`src/rtl/ps2_host_tx_fifo.sv`:
```
// ps2_host_tx_fifo: queued PS/2 host-to-device transmitter.
// Accepts command bytes into a small FIFO and sends each one as an 11-bit
// frame: inhibit, request-to-send, start, data LSB first, odd parity, stop.
// It then checks the device ACK. A watchdog bounds each frame from clock release.
// Optional macro PS2_TX_RETRY_EN: when defined, a failed byte is retried up to
// MAX_RETRY times before TX_ERROR is reported.
// Ports:
//   CLK, RESET_N                   clock, async active-low reset
//   CLK_PS2_IN, DATA_PS2_IN        raw PS/2 line levels (asynchronous)
//   CLK_PS2_OUT_EN                 1 = pull PS/2 clock low
//   DATA_PS2_OUT, DATA_PS2_OUT_EN  data line drive value / enable
//   SEND_BYTE, BYTE_TO_SEND        one-cycle push into the queue
//   FIFO_FULL, BUSY                queue full / block active
//   BYTE_SENT, TX_ERROR            one-cycle completion / abandon pulses
//   ERROR_CODE                     01 timeout, 10 NACK, held until next error
module ps2_host_tx_fifo #(
    parameter int unsigned INHIBIT_CYCLES = 10000,
    parameter int unsigned TIMEOUT_CYCLES = 2000000,
    parameter int unsigned FIFO_DEPTH     = 4,
    parameter int unsigned MAX_RETRY      = 2
) (
    input  logic       CLK,
    input  logic       RESET_N,
    input  logic       CLK_PS2_IN,
    output logic       CLK_PS2_OUT_EN,
    input  logic       DATA_PS2_IN,
    output logic       DATA_PS2_OUT,
    output logic       DATA_PS2_OUT_EN,
    input  logic       SEND_BYTE,
    input  logic [7:0] BYTE_TO_SEND,
    output logic       FIFO_FULL,
    output logic       BUSY,
    output logic       BYTE_SENT,
    output logic       TX_ERROR,
    output logic [1:0] ERROR_CODE
);

    localparam int unsigned PTR_W   = $clog2(FIFO_DEPTH);
    localparam int unsigned CNT_W   = PTR_W + 1;
    localparam int unsigned TMR_MAX = (INHIBIT_CYCLES > TIMEOUT_CYCLES) ? INHIBIT_CYCLES : TIMEOUT_CYCLES;
    localparam int unsigned TMR_W   = $clog2(TMR_MAX + 1);
`ifdef PS2_TX_RETRY_EN
    localparam int unsigned RETRY_LIMIT = MAX_RETRY;
`else
    // Retries disabled: every failure is final.
    localparam int unsigned RETRY_LIMIT = MAX_RETRY * 0;
`endif
    localparam int unsigned RTY_W   = (RETRY_LIMIT > 0) ? $clog2(RETRY_LIMIT + 1) : 1;

    localparam logic [1:0] ERR_TIMEOUT = 2'b01;
    localparam logic [1:0] ERR_NACK    = 2'b10;

    typedef enum logic [2:0] {
        S_IDLE, S_INHIBIT, S_REQ, S_START, S_DATA, S_PARITY, S_STOP, S_WAIT_REL
    } state_e;

    state_e             state_q, state_d;
    logic [1:0]         clk_sync_q, clk_sync_d, data_sync_q, data_sync_d;
    logic               clk_prev_q, clk_prev_d;
    logic [7:0]         mem_q [FIFO_DEPTH];
    logic [7:0]         mem_d [FIFO_DEPTH];
    logic [PTR_W-1:0]   wr_ptr_q, wr_ptr_d, rd_ptr_q, rd_ptr_d;
    logic [CNT_W-1:0]   count_q, count_d;
    logic [7:0]         byte_q, byte_d;
    logic [2:0]         idx_q, idx_d;
    logic [TMR_W-1:0]   tmr_q, tmr_d;
    logic [RTY_W-1:0]   retry_q, retry_d;
    logic [1:0]         err_code_q, err_code_d;
    logic               clk_oe_q, clk_oe_d, data_oe_q, data_oe_d, data_out_q, data_out_d;
    logic               full_q, full_d, busy_q, busy_d, sent_q, sent_d, tx_err_q, tx_err_d;

    logic               clk_s, data_s, clk_fall, push, pop, fail, wd_active;
    logic [1:0]         fail_code;

    assign clk_s    = clk_sync_q[1];
    assign data_s   = data_sync_q[1];
    assign clk_fall = clk_prev_q & ~clk_s;
    assign push     = SEND_BYTE && (count_q != CNT_W'(FIFO_DEPTH));

    // Input synchronisers and falling-edge history.
    always_comb begin
        clk_sync_d  = {clk_sync_q[0], CLK_PS2_IN};
        data_sync_d = {data_sync_q[0], DATA_PS2_IN};
        clk_prev_d  = clk_s;
    end

    // Frame sequencing, watchdog, retry and error bookkeeping.
    always_comb begin
        state_d    = state_q;
        byte_d     = byte_q;
        idx_d      = idx_q;
        tmr_d      = tmr_q;
        retry_d    = retry_q;
        err_code_d = err_code_q;
        pop        = 1'b0;
        sent_d     = 1'b0;
        tx_err_d   = 1'b0;
        fail       = 1'b0;
        fail_code  = 2'b00;
        wd_active  = state_q inside {S_START, S_DATA, S_PARITY, S_STOP, S_WAIT_REL};

        if (wd_active) begin
            tmr_d = tmr_q + TMR_W'(1);
        end

        if (wd_active && (tmr_q == TMR_W'(TIMEOUT_CYCLES - 1))) begin
            fail      = 1'b1;
            fail_code = ERR_TIMEOUT;
        end else begin
            case (state_q)
                S_IDLE: begin
                    if (count_q != '0) begin
                        byte_d  = mem_q[rd_ptr_q];
                        idx_d   = 3'd0;
                        tmr_d   = '0;
                        state_d = S_INHIBIT;
                    end
                end
                S_INHIBIT: begin
                    if (tmr_q == TMR_W'(INHIBIT_CYCLES - 1)) begin
                        tmr_d   = '0;
                        state_d = S_REQ;
                    end else begin
                        tmr_d = tmr_q + TMR_W'(1);
                    end
                end
                S_REQ: begin
                    tmr_d   = '0;
                    state_d = S_START;
                end
                S_START: begin
                    if (clk_fall) begin
                        idx_d   = 3'd0;
                        state_d = S_DATA;
                    end
                end
                S_DATA: begin
                    if (clk_fall) begin
                        if (idx_q == 3'd7) state_d = S_PARITY;
                        else               idx_d   = idx_q + 3'd1;
                    end
                end
                S_PARITY: begin
                    if (clk_fall) state_d = S_STOP;
                end
                S_STOP: begin
                    // Device ACK is a low data line at the eleventh falling edge.
                    if (clk_fall) begin
                        if (!data_s) begin
                            state_d = S_WAIT_REL;
                        end else begin
                            fail      = 1'b1;
                            fail_code = ERR_NACK;
                        end
                    end
                end
                S_WAIT_REL: begin
                    if (clk_s && data_s) begin
                        sent_d  = 1'b1;
                        pop     = 1'b1;
                        retry_d = '0;
                        state_d = S_IDLE;
                    end
                end
                default: state_d = S_IDLE;
            endcase
        end

        // Failed attempt: release the bus; IDLE restarts the same head byte unless it is final.
        if (fail) begin
            state_d = S_IDLE;
            tmr_d   = '0;
            if (retry_q == RTY_W'(RETRY_LIMIT)) begin
                tx_err_d   = 1'b1;
                err_code_d = fail_code;
                pop        = 1'b1;
                retry_d    = '0;
            end else begin
                retry_d = retry_q + RTY_W'(1);
            end
        end
    end

    // Command queue and registered outputs derived from next-state values.
    always_comb begin
        mem_d    = mem_q;
        wr_ptr_d = wr_ptr_q;
        rd_ptr_d = rd_ptr_q;
        count_d  = count_q;
        if (push) begin
            mem_d[wr_ptr_q] = BYTE_TO_SEND;
            wr_ptr_d        = wr_ptr_q + PTR_W'(1);
        end
        if (pop) rd_ptr_d = rd_ptr_q + PTR_W'(1);
        if (push && !pop)      count_d = count_q + CNT_W'(1);
        else if (!push && pop) count_d = count_q - CNT_W'(1);

        clk_oe_d   = state_d inside {S_INHIBIT, S_REQ};
        data_oe_d  = state_d inside {S_REQ, S_START, S_DATA, S_PARITY};
        data_out_d = 1'b0;
        if (state_d == S_DATA)   data_out_d = byte_d[idx_d];
        if (state_d == S_PARITY) data_out_d = ~^byte_d;
        full_d     = (count_d == CNT_W'(FIFO_DEPTH));
        busy_d     = (state_d != S_IDLE) || (count_d != '0);
    end

    always_ff @(posedge CLK or negedge RESET_N) begin
        if (!RESET_N) begin
            state_q     <= S_IDLE;
            clk_sync_q  <= 2'b11;
            data_sync_q <= 2'b11;
            clk_prev_q  <= 1'b1;
            for (int i = 0; i < FIFO_DEPTH; i++) mem_q[i] <= 8'h00;
            wr_ptr_q    <= '0;
            rd_ptr_q    <= '0;
            count_q     <= '0;
            byte_q      <= 8'h00;
            idx_q       <= 3'd0;
            tmr_q       <= '0;
            retry_q     <= '0;
            err_code_q  <= 2'b00;
            clk_oe_q    <= 1'b0;
            data_oe_q   <= 1'b0;
            data_out_q  <= 1'b0;
            full_q      <= 1'b0;
            busy_q      <= 1'b0;
            sent_q      <= 1'b0;
            tx_err_q    <= 1'b0;
        end else begin
            state_q     <= state_d;
            clk_sync_q  <= clk_sync_d;
            data_sync_q <= data_sync_d;
            clk_prev_q  <= clk_prev_d;
            mem_q       <= mem_d;
            wr_ptr_q    <= wr_ptr_d;
            rd_ptr_q    <= rd_ptr_d;
            count_q     <= count_d;
            byte_q      <= byte_d;
            idx_q       <= idx_d;
            tmr_q       <= tmr_d;
            retry_q     <= retry_d;
            err_code_q  <= err_code_d;
            clk_oe_q    <= clk_oe_d;
            data_oe_q   <= data_oe_d;
            data_out_q  <= data_out_d;
            full_q      <= full_d;
            busy_q      <= busy_d;
            sent_q      <= sent_d;
            tx_err_q    <= tx_err_d;
        end
    end

    assign CLK_PS2_OUT_EN  = clk_oe_q;
    assign DATA_PS2_OUT    = data_out_q;
    assign DATA_PS2_OUT_EN = data_oe_q;
    assign FIFO_FULL       = full_q;
    assign BUSY            = busy_q;
    assign BYTE_SENT       = sent_q;
    assign TX_ERROR        = tx_err_q;
    assign ERROR_CODE      = err_code_q;

endmodule
```
`config.mk`:
```
export PLATFORM = sky130hd
export DESIGN_NAME = ps2_host_tx_fifo
export DESIGN_NICKNAME = d
export VERILOG_FILES = /design/src/rtl/ps2_host_tx_fifo.sv
export SDC_FILE = /design/constraint.sdc
export NUM_CORES = 1
export LEC_CHECK = 0
export ABC_AREA = 1
export CAP_MARGIN = 10
export CORE_MARGIN = 2
export CORE_UTILIZATION = 40
export DETAILED_ROUTE_END_ITERATION = 16
export GPL_ROUTABILITY_DRIVEN = 0
export PLACE_DENSITY = 0.54
export SETUP_SLACK_MARGIN = 0.1
export SLEW_MARGIN = 25
export SYNTH_ARGS = -nofsm -noshare
export SYNTH_HDL_FRONTEND = slang
export SYNTH_SLANG_ARGS = --single-unit
```
`constraint.sdc`:
```
create_clock -name CLK -period 2.7 [get_ports CLK]
set_input_delay 0.675 -clock CLK [delete_from_list [all_inputs] [get_ports CLK]]
set_output_delay 0.675 -clock CLK [all_outputs]
set_load 0.05 [all_outputs]
```
Word level (Yosys, flattened, before mapping)
Index checks and enable logic that the tools add are counted.
{ "op_classes": {"addsub": 7, "n_lt_le_gt_ge": 4, "n_eq_ne": 18, "muxes": 59, "n_bitwise": 5, "reduce_logical": 21} }
{ "ops": {"columns": ["operator", "count"], "rows": [
  ["2-to-1 mux 21 bit", 5],
  ["one-hot mux 21 bit (3 select lines)", 1],
  ["2-to-1 mux 3 bit", 18],
  ["2-to-1 mux 8 bit", 6],
  ["bitwise mux 32 bit", 1],
  ["equality test 3 bit, second input constant", 8],
  ["one-hot mux 3 bit (8 select lines)", 1],
  ["adder 21 x 1 -> 21 bit, second input constant", 1],
  ["equality test 21 x 14 -> 1 bit, second input constant", 1],
  ["equality test 21 bit, second input constant", 1],
  ["2-to-1 mux 1 bit", 19],
  ["binary-select mux 8 bit (select 2 bit)", 1],
  ["demux 8 bit (select 2 bit)", 1],
  ["equality test 3 x 2 -> 1 bit, second input constant", 4],
  ["one-hot mux 3 bit (3 select lines)", 1],
  ["nonzero test 3 bit", 3],
  ["2-to-1 mux 2 bit", 4],
  ["XNOR reduction 8 bit", 1],
  ["adder 3 x 1 -> 3 bit, second input constant", 2],
  ["equality test 3 x 1 -> 1 bit, second input constant", 2],
  ["greater-or-equal comparator 3 bit, second input constant", 2],
  ["logical AND 1 bit", 6],
  ["inverter 2 -> 3 bit", 2],
  ["nonzero test 2 bit", 3],
  ["other kinds (17)", 20]
]} }
{ "word_totals": {"reg_bits": 89, "out_inout_bits": 9} }

Logic depth before layout (Yosys ltp)
Gate-level depths: netlist of run 1.
{ "depth": {"depth_word": 11, "ltp_mapped": 17, "ltp_nobuf": 16} }

Least setup slack after synthesis of run 1
OpenSTA, ideal clock, no wires.
{ "synth_path": {"path_type": "reg2reg", "startpoint": "register count_q[0]", "endpoint": "register data_out_q (netlist: DATA_PS2_OUT)", "arrival_ns": 1.818, "setup_slack_ns": 0.765, "stages_incl_launch_ff": 15, "n_path_buf": 1, "path_cell_list": "dfrtp_1 > inv_1 > ha_1 > inv_1 > nor2_2 > nor2_8 > buf_8 > nand2_1 > o21ai_2 > xnor2_1 > nor2_1 > nor2_1 > nand2_1 > nand3_1 > nand2_1"} }
{ "synth_between": {"elab_chain_len": 8, "word_cells_on_any_way": 18, "cone_classes": "eq/ne (2); mux (14); reduce/logical (2)"} }
{ "synth_lines": {"columns": ["element", "line_no", "text"], "rows": [
  ["start: declaration", "63", "logic [CNT_W-1:0] count_q, count_d;"],
  ["start signal: assignment", "237", "count_q <= count_d;"],
  ["nonzero test 3 bit *", "112", "if (count_q != '0) begin"],
  ["2-to-1 mux 3 bit or 2-to-1 mux 8 bit (tied branches)", "112", null],
  ["one-hot mux 3 bit (3 select lines), or another cell as far along", "110", "case (state_q)"],
  ["2-to-1 mux 3 bit or 2-to-1 mux 8 bit (tied branches)", "106", "if (wd_active && (tmr_q == TMR_W'(TIMEOUT_CYCLES - 1))) begin"],
  ["binary-select mux 1 bit (select 3 bit) or 2-to-1 mux 3 bit (tied branches)", "201, 170", null],
  ["2-to-1 mux 1 bit (implied by the code) or equality test 3 bit (tied branches)", "201", "if (state_d == S_DATA) data_out_d = byte_d[idx_d];"],
  ["2-to-1 mux 1 bit", "201", null],
  ["2-to-1 mux 1 bit *", "202", "if (state_d == S_PARITY) data_out_d = ~^byte_d;"],
  ["via data_out_d", "69", "logic clk_oe_q, clk_oe_d, data_oe_q, data_oe_d, data_out_q, data_out_d;"],
  ["end signal: assignment", "245", "data_out_q <= data_out_d;"],
  ["end: declaration", "69", null]
]} }
Mark *: on every way through the listed nets, which the timed path passes. The rest lies on a longest branch. The select of a mux whose other input is x is not followed.
A chain may end at the register's enable or synchronous reset.

Worst setup path in the final report of run 1
{ "layout_path": {"startpoint": "register count_q[0]", "endpoint": "register data_oe_q (netlist: DATA_PS2_OUT_EN)"} }
{ "layout_between": {"elab_chain_len": 7, "word_cells_on_any_way": 10, "cone_classes": "eq/ne (4); mux (4); reduce/logical (2)"} }
{ "layout_lines": {"columns": ["element", "line_no", "text"], "rows": [
  ["nonzero test 3 bit *", "112", null],
  ["2-to-1 mux 3 bit *", "112", null],
  ["one-hot mux 3 bit (8 select lines) *", "110", null],
  ["2-to-1 mux 3 bit *", "106", null],
  ["2-to-1 mux 3 bit *", "170", "if (fail) begin"],
  ["via state_d[0]", "57", "state_e state_q, state_d;"],
  ["equality test 3 x 2 -> 1 bit or equality test 3 bit (tied branches)", "199", "data_oe_d = state_d inside {S_REQ, S_START, S_DATA, S_PARITY};"],
  ["nonzero test 4 bit *", "199", null],
  ["via data_oe_d", "69", null],
  ["end signal: assignment", "244", "data_oe_q <= data_oe_d;"],
  ["end: declaration", "69", null]
]} }
Mark *: on every way through the listed nets, which the timed path passes. The rest lies on a longest branch.

==> summary.md, run 1 <==
| Metric | Value |
|---|---|
| Status | finished, final reports clean |
| Synth Cell Area | 4990 um2 |
| Global-route track usage on met2 | 31.2% |
| Worst Setup Slack, final | 0.488 ns |
| Inserted Clock Buffers | 9 |
| First drt pass iteration count | 5 |
| Mux contribution to synthesized area | 0% |
| Peak-usage layer in the global routing report | met2 |
| CTS max path bufs | 2 |
| Net count after synthesis | 675 |
| Combinational family with the most area after synthesis | simple AND/OR/NAND/NOR gates |
| Mean number of vias per cell | 4.94 |
| Startpoint class of the critical path | flip-flop |
| Antenna diode count | 0 |
| Port-buffer cells | 21 |
| Layout cells sized above 1 | 10.7% |
| Register cell area after layout | 2210 um2 |
| Classification of the worst setup path | reg -> reg |
| Data required time of the critical path | 2.93 ns |
| DIE HEIGHT | 116 um |
| Largest net degree at the start of global routing | 52 |
| Unrepaired setup endpoints after global routing | no |
| Yosys synthesis warning count | 0 |
| First-pass GRT wire length | 20100 um |
| Antenna Nets Post-Route | 0 |
| Main flop type after synthesis | sky130_fd_sc_hd__dfrtp_1 |
| Final core utilization | 47.0% |
| Met3 track utilization from global routing | 4.76% |
| Max H-tree Level | 3 |
| Die X | 116 um |
| Final sum of negative setup slack | 0 ns |
| Maximum clock frequency | 452 MHz |
| Overall track demand over capacity in global routing | 19.4% |
| Routed via count | 4200 |
| Endpoint kind of the worst setup timing path | flip-flop |
| Area growth from synthesis to layout | 14.1% |
| Worst skew pair latency | 0.36 ns |
| Count of flip-flops with a built-in enable after synthesis | 0 |
| Area used by multi-input combinational logic | 2400 um2 |
| Met1 track demand over resource | 25.9% |
| Count of routing violations after the opening detailed-route iteration | 269 |
| Pleak | 0.00277 uW |
| Worst min path class | in -> async |
| Final net count | 699 |
| Finish-stage setup viols | 0 |
| Count of instances resized after the clock tree is built | 0 |
| Area share of fa/ha/maj cells after synthesis | 2.26% |
| TritonCTS sink count | 88 |
| Tightest Pin Transition | 0.673 ns |
| Final clock period utilization by the worst path | 81.9% |
| Initial Utilization | 41.2% |
| Setup fix buffers added after clock tree synthesis | 0 |
| Max-capacitance violation count | 0 |
| Post-synthesis area per instance | 7.64 um2 |
| Pre-CTS worst setup slack | 0.450 ns |
| Simple-Gate Fraction of Synth Area | 31.3% |
| Rel. slew slack | 55.1% |
| Clock tree root driver cell | sky130_fd_sc_hd__clkbuf_16 |
| Number of placement rows | 40 |
| DP Wirelength | 8630 um |
| Seq/Total Area, Yosys | 44.3% |
| Compound-gate portion of the synthesized area | 11.6% |
| Clock tree from TritonCTS | built |
| Final Total Pwr | 4930 uW |
| Total congestion overflow | 0 |
| Flip-flop and latch count after synthesis | 88 |
| Routed wirelength normalized by instance count | 13.9 um |
| Detailed Route WL | 11800 um |
| Maximum resistive drop on vdd | 528 uV |
| Overall die area | 13400 um2 |
| Async SR Flop Fraction | 100% |
| Skew final | 0.0113 ns |
| Vias in the first global route | 4114 |
| Number of instances in the placed design | 834 |
| Critical path peak fanout | 6 |
| # IOs | 22 |
| CP Data Arrival Time | 2.44 ns |
| Post-route insts no fill | 850 |
| Fin. max-slew vios | 0 |
| Total core area | 12100 um2 |
| Number of different library cells in the post-synthesis netlist | 43 |
| Instance count of the mapped netlist | 653 |
| Post-synthesis share of cell area spent on xor and xnor gates | 2.94% |
| Hold-fix buffers at CTS | 0 |
| Detailed-route DRC error count | 0 |
| Count of fill cells added during filler insertion | 1281 |
| Antenna violations before repair | 0 |
| Final hold vios | 0 |
| Crit path time final | 2.21 ns |
| Clock-pin slew on the worst setup and hold paths | 0.07 ns |
| P per Cell Area | 866 nW/um2 |
-- layout by cell type, fill, tap and decap left out, types with 10 or more instances in the layout --
| cell | netlist | layout |
|---|---|---|
| sky130_fd_sc_hd__clkdlybuf4s50_1 | 0 | 20 |
| sky130_fd_sc_hd__nand3_1 | 57 | 57 |
| sky130_fd_sc_hd__nor3_1 | 10 | 10 |
| sky130_fd_sc_hd__dfrtp_1 | 83 | 83 |
| sky130_fd_sc_hd__inv_1 | 72 | 72 |
| sky130_fd_sc_hd__o21ai_0 | 59 | 59 |
| sky130_fd_sc_hd__nor2_1 | 49 | 49 |
| sky130_fd_sc_hd__nand2_1 | 191 | 191 |
| sky130_fd_sc_hd__a21oi_1 | 23 | 23 |
-- final timing paths --
check / start / endpoint / slack [ns] / depth (start not counted)
setup / recovery: count_q[0] / DATA_PS2_OUT_EN / 0.49 / 13
hold / removal: RESET_N / TX_ERROR / 0.35 / 1
setup reg to reg: count_q[0] / DATA_PS2_OUT_EN / 0.49 / 13
hold reg to reg: clk_sync_q[0] / clk_sync_q[1] / 0.36 / 0
max in group asynchronous: RESET_N / data_sync_q[1] / 1.68 / 2
min in group CLK: clk_sync_q[0] / clk_sync_q[1] / 0.36 / 0
-- metrics by stage --
step	cell area, um2	hold WS (ns)
floorplan	4990	0.345
global placement	5390	0.346
detailed placement	5390	0.347
CTS	5690	0.357
global route	5690	0.359
finish	5690	0.348
-- worst max-delay path: stages (launching register included) --
cell and delay [ns]:
sky130_fd_sc_hd__dfrtp_1 0.42, sky130_fd_sc_hd__inv_1 0.10, sky130_fd_sc_hd__ha_1 0.18, sky130_fd_sc_hd__inv_1 0.05
sky130_fd_sc_hd__nor2_2 0.29, sky130_fd_sc_hd__nand3_1 0.20, sky130_fd_sc_hd__nand2_1 0.23, sky130_fd_sc_hd__nor2_1 0.07
sky130_fd_sc_hd__o21ai_1 0.15, sky130_fd_sc_hd__inv_1 0.11, sky130_fd_sc_hd__nand2_1 0.07, sky130_fd_sc_hd__nor2_1 0.05
sky130_fd_sc_hd__nor2_1 0.08, sky130_fd_sc_hd__o21ai_0 0.09
-- synth_stat cells (2+ instances only) --
| master | n | area, um2 |
|---|---|---|
| sky130_fd_sc_hd__nand3_1 | 57 | 285 |
| sky130_fd_sc_hd__nand2_1 | 191 | 717 |
| sky130_fd_sc_hd__clkbuf_1 | 5 | 18.8 |
| sky130_fd_sc_hd__xnor2_1 | 5 | 43.8 |
| sky130_fd_sc_hd__a22oi_1 | 2 | 15.0 |
| sky130_fd_sc_hd__nor2_4 | 3 | 33.8 |
| sky130_fd_sc_hd__inv_1 | 72 | 270 |
| sky130_fd_sc_hd__dfstp_2 | 5 | 131 |
| sky130_fd_sc_hd__o21a_1 | 2 | 15.0 |
| sky130_fd_sc_hd__o21ai_0 | 59 | 295 |
| sky130_fd_sc_hd__nor3_1 | 10 | 50.1 |
| sky130_fd_sc_hd__o21ai_1 | 2 | 10.0 |
| sky130_fd_sc_hd__inv_2 | 6 | 22.5 |
| sky130_fd_sc_hd__nor2_1 | 49 | 184 |
| sky130_fd_sc_hd__a21oi_1 | 23 | 115 |
| sky130_fd_sc_hd__xor2_2 | 2 | 32.5 |
| sky130_fd_sc_hd__buf_2 | 6 | 30.0 |
| sky130_fd_sc_hd__nand4_1 | 9 | 56.3 |
| sky130_fd_sc_hd__nand3_4 | 2 | 35.0 |
| sky130_fd_sc_hd__xor2_1 | 8 | 70.1 |
| sky130_fd_sc_hd__ha_1 | 9 | 113 |
| sky130_fd_sc_hd__clkinv_1 | 2 | 7.51 |
| sky130_fd_sc_hd__nor2_2 | 4 | 25.0 |
| sky130_fd_sc_hd__nand2_2 | 7 | 43.8 |
| sky130_fd_sc_hd__nand2_4 | 2 | 22.5 |
| sky130_fd_sc_hd__dfrtp_1 | 83 | 2080 |
| sky130_fd_sc_hd__o21ai_2 | 8 | 70.1 |
| sky130_fd_sc_hd__nand3_2 | 2 | 20.0 |
| sky130_fd_sc_hd__nor3_2 | 4 | 40.0 |
-- cells by family after synthesis --
| family | count (synthesis) |
|---|---|
| and+or+nand+nor | 344 |
| AOI/OAI and AO/OA | 102 |
| buffers and inverters | 95 |
| DFF | 88 |
| xor gates and xnor gates | 15 |
| adders and majority gates | 9 |
-- final cells by class --
| type | count | share of cell area (%) |
|---|---|---|
| Clock buffer | 9 | 3.96 |
| Timing Repair Buffer | 27 | 4.66 |
| Tap cell | 168 | 3.69 |
| Sequential cell | 88 | 38.8 |
| Multi-Input combinational cell | 470 | 42.1 |
| Clock inverter | 7 | 1.36 |
| Inverter | 81 | 5.39 |
-- routing by layer --
layer,routed length [um],part of all wire [%]
met1,5600,47
met5,0,0
met2,5460,46
met4,295,2.5
met3,460,3.9
-- report_power, final --
part	internal (uW)	leakage, uW	total [uW]	switching [uW]
Clock	653	0.000144	1250	600
Combinational	637	0.00152	1710	1080
Sequential	1710	0.00111	1960	253
Total	3000	0.00277	4930	1930
-- sequential cells by signal, summed over array words and instances (netlist names), 3 cells and up --
register	flops
count_q	3
byte_q	8
tmr_q	21
idx_q	3
mem_q	32
state_q	3
Power figures use the tool's default switching activity.
==> inputs of run 2 (changes only) <==
==> constraint.sdc (replaced) <==
create_clock -name CLK -period 2.1 [get_ports CLK]
set_input_delay 0.525 -clock CLK [delete_from_list [all_inputs] [get_ports CLK]]
set_output_delay 0.525 -clock CLK [all_outputs]
set_load 0.05 [all_outputs]
==> run 2 against run 1 <==
  * Worst setup slack lost 0.35 ns
  * Power grew 35%
  * Highest routed layer unchanged
  * Design area rose by 8.3%
  * Largest power group is now combinational cells
  * Die area is the same
  * Clock power is 22% higher
  * Combinational power rose by 51%
  * Via count grew 2.9%
  * Wire length is 0.59% higher
  * Critical path depth increased by 1
==> summary.md, run 2 (synthesized netlist as in run 1, its figures left out) <==
| Metric | Value |
|---|---|
| Status | finished, final reports clean |
| Largest net degree at the start of global routing | 49 (-5.8%) |
| Number of stages on the worst setup path | 14 (+1) |
| Mean number of vias per cell | 4.87 (-1.5%) |
| Startpoint class of the critical path | flip-flop |
| Number of placement rows | 40 (unchanged) |
| Maximum clock frequency | 511 MHz (+13%) |
| TritonCTS sink count | 88 (unchanged) |
| Port-buffer cells | 21 (unchanged) |
| First drt pass iteration count | 5 (unchanged) |
| Antenna Nets Post-Route | 0 (unchanged) |
| CTS max path bufs | 2 (unchanged) |
| Flip-flop count of the largest register after layout | 32 (unchanged) |
| First-pass GRT wire length | 20300 um (+0.69%) |
| Worst Setup Slack, final | 0.142 ns (-0.347 ns) |
| Final hold vios | 0 (unchanged) |
| Post-route insts no fill | 888 (+4.5%) |
| Total congestion overflow | 0 (unchanged) |
| Overall track demand over capacity in global routing | 19.4% (-0.065 points) |
| Register containing the most flip-flops in the final layout | mem_q |
| Buffering stage count on the worst path with inverters included | 4 (+1) |
| Commonest non-fill, non-tap cell in the layout | sky130_fd_sc_hd__nand2_1 |
| Data required time of the critical path | 2.34 ns (-0.59 ns) |
| Area of all placed cells without fillers | 6160 um2 (+8.3%) |
| Tightest Pin Transition | 0.497 ns (-0.176 ns) |
| Total core area | 12100 um2 (unchanged) |
| Fin. max-slew vios | 0 (unchanged) |
| Top Registers | mem_q: 32 flops, tmr_q: 21 flops, byte_q: 8 flops |
| Worst path most repeated cell | sky130_fd_sc_hd__nand2_1 |
| Final net count | 737 (+5.4%) |
| Inserted Clock Buffers | 9 (unchanged) |
| Maximum resistive drop on vdd | 595 uV (+13%) |
| Finish-stage setup viols | 0 (unchanged) |
| Clock tree root driver cell | sky130_fd_sc_hd__clkbuf_16 |
| # IOs | 22 (unchanged) |
| Vias in the first global route | 4249 (+3.3%) |
| Worst flop-to-flop path startpoint | count_q[0] |
| Detailed Route WL | 11900 um (+0.59%) |
| Worst reg2reg path depth | 14 (+1) |
| Crit path time final | 1.96 ns (-0.253 ns) |
| Count of routing violations after the opening detailed-route iteration | 236 (-12%) |
| CP Data Arrival Time | 2.20 ns (-0.24 ns) |
| Detailed-route DRC error count | 0 (unchanged) |
| DIE HEIGHT | 116 um (unchanged) |
| Endpoint kind of the worst setup timing path | flip-flop |
| Overall die area | 13400 um2 (unchanged) |
| P per Cell Area | 1080 nW/um2 (+25%) |
| Unrepaired setup endpoints after global routing | yes |
| Max-capacitance violation count | 0 (unchanged) |
| Cell area reported after detailed placement | 5570 um2 (+3.3%) |
| Classification of the worst setup path | reg -> reg |
| Critical register-to-register path endpoint | DATA_PS2_OUT |
| Rel. slew slack | 66.8% (+12 points) |
| Skew final | 0.00795 ns (-0.00331 ns) |
| Number of instances in the placed design | 858 (+2.9%) |
| Maximum single-stage delay on the critical path | 0.39 ns (-0.03 ns) |
| Category of cells accounting for the largest share of critical-path delay | buffers and inverters |
| Worst min path class | in -> async |
| Antenna diode count | 0 (unchanged) |
| Clock tree from TritonCTS | built |
| Clock-pin slew on the worst setup and hold paths | 0.07 ns (about the same) |
| Max H-tree Level | 3 (unchanged) |
| Initial Utilization | 41.2% (unchanged) |
| Worst skew pair latency | 0.35 ns (about the same) |
| Commonest cells after routing, fill and taps aside | sky130_fd_sc_hd__nand2_1 (187), sky130_fd_sc_hd__dfrtp_1 (77), sky130_fd_sc_hd__inv_1 (67), sky130_fd_sc_hd__o21ai_0 (58), sky130_fd_sc_hd__nand3_1 (53) |
| Final core utilization | 50.9% (+3.9 points) |
| Routed wirelength normalized by instance count | 13.4 um (-3.7%) |
| Pre-CTS worst setup slack | 0.0234 ns (-0.427 ns) |
| Area growth from synthesis to layout | 23.5% |
| Die X | 116 um (unchanged) |
| Final clock period utilization by the worst path | 93.3% (+11 points) |
| Layout cells sized above 1 | 19.6% (+8.9 points) |
| DP Wirelength | 8480 um (-1.7%) |
| R2r setup slk | 0.14 ns (-0.35 ns) |
| Pleak | 0.00301 uW (+8.5%) |
| Series of cell instances along the critical path | inv_2, ha_4, inv_1, nor2_2, buf_6, nor2_4, buf_4, o21ai_4, xnor2_1, o21ai_0, nand2_1, nand2_1, nand3_1, nand2_1 |
| Routed via count | 4323 (+2.9%) |
| Critical path peak fanout | 6 (unchanged) |
| Antenna violations before repair | 0 (unchanged) |
| Final sum of negative setup slack | 0 ns (unchanged) |
| Cell with the largest stage delay on the worst path | sky130_fd_sc_hd__dfrtp_1 |
[run 2: power by group]
| part | switching, uW | total, uW | internal (uW) |
|---|---|---|---|
| Combinational | 1510 | 2590 | 1080 |
| Sequential | 344 | 2540 | 2200 |
| Clock | 716 | 1530 | 817 |
| Total | 2570 | 6660 | 4090 |
[run 2: worst max-delay path by stage]
stage / startpoint / to
floorplan: count_q[0] / DATA_PS2_OUT
global placement: count_q[1] / DATA_PS2_OUT
detailed placement: count_q[1] / DATA_PS2_OUT
CTS: count_q[1] / DATA_PS2_OUT
global route: count_q[1] / DATA_PS2_OUT
finish: count_q[0] / DATA_PS2_OUT
[run 2: layer usage]
layer	track usage (%)	vias to the layer above	share of wire (%)
met1	25.2	2019	46
met5	0	-	0
met2	31.8	58	49
met4	8.49	0	2.4
li1	-	2226	-
met3	3.40	20	2.7
[run 2: metrics by stage]
step | total power [uW] | hold WS [ns]
finish | 6660 | 0.0520
global route | 7260 | 0.0605
detailed placement | 4860 | 0.348
global placement | 4780 | 0.346
CTS | 6440 | 0.0521
floorplan | 4220 | 0.229
[run 2: repair_timing]
item,CTS,global route
hold endpoints to repair,0,0
buffers inserted,0,13
gates resized for setup,11,52
gates cloned,1,0
setup endpoints to repair,9,24
pin swaps,2,19
hold buffers,0,0
[run 2: layout make-up]
class                   count  area, um2
fillers                  1207       5950
clock inverters             6       50.0
repair buffers             64        543
flip-flops and latches     88       2220
clock buffers              10        229
multi-input cells         471       2600
inverters                  81        314
well taps                 168        210
==> inputs of run 3 (changes only) <==
--- a/config.mk
+++ b/config.mk
@@ -6,6 +6,7 @@
 export NUM_CORES = 1
 export LEC_CHECK = 0
 export ABC_AREA = 1
+export ABC_CLOCK_PERIOD_IN_PS = 2100
 export CAP_MARGIN = 10
 export CORE_MARGIN = 2
 export CORE_UTILIZATION = 40
==> results of run 3 <==
Same layout as run 2: the final DEF is identical, and so are final timing and power.
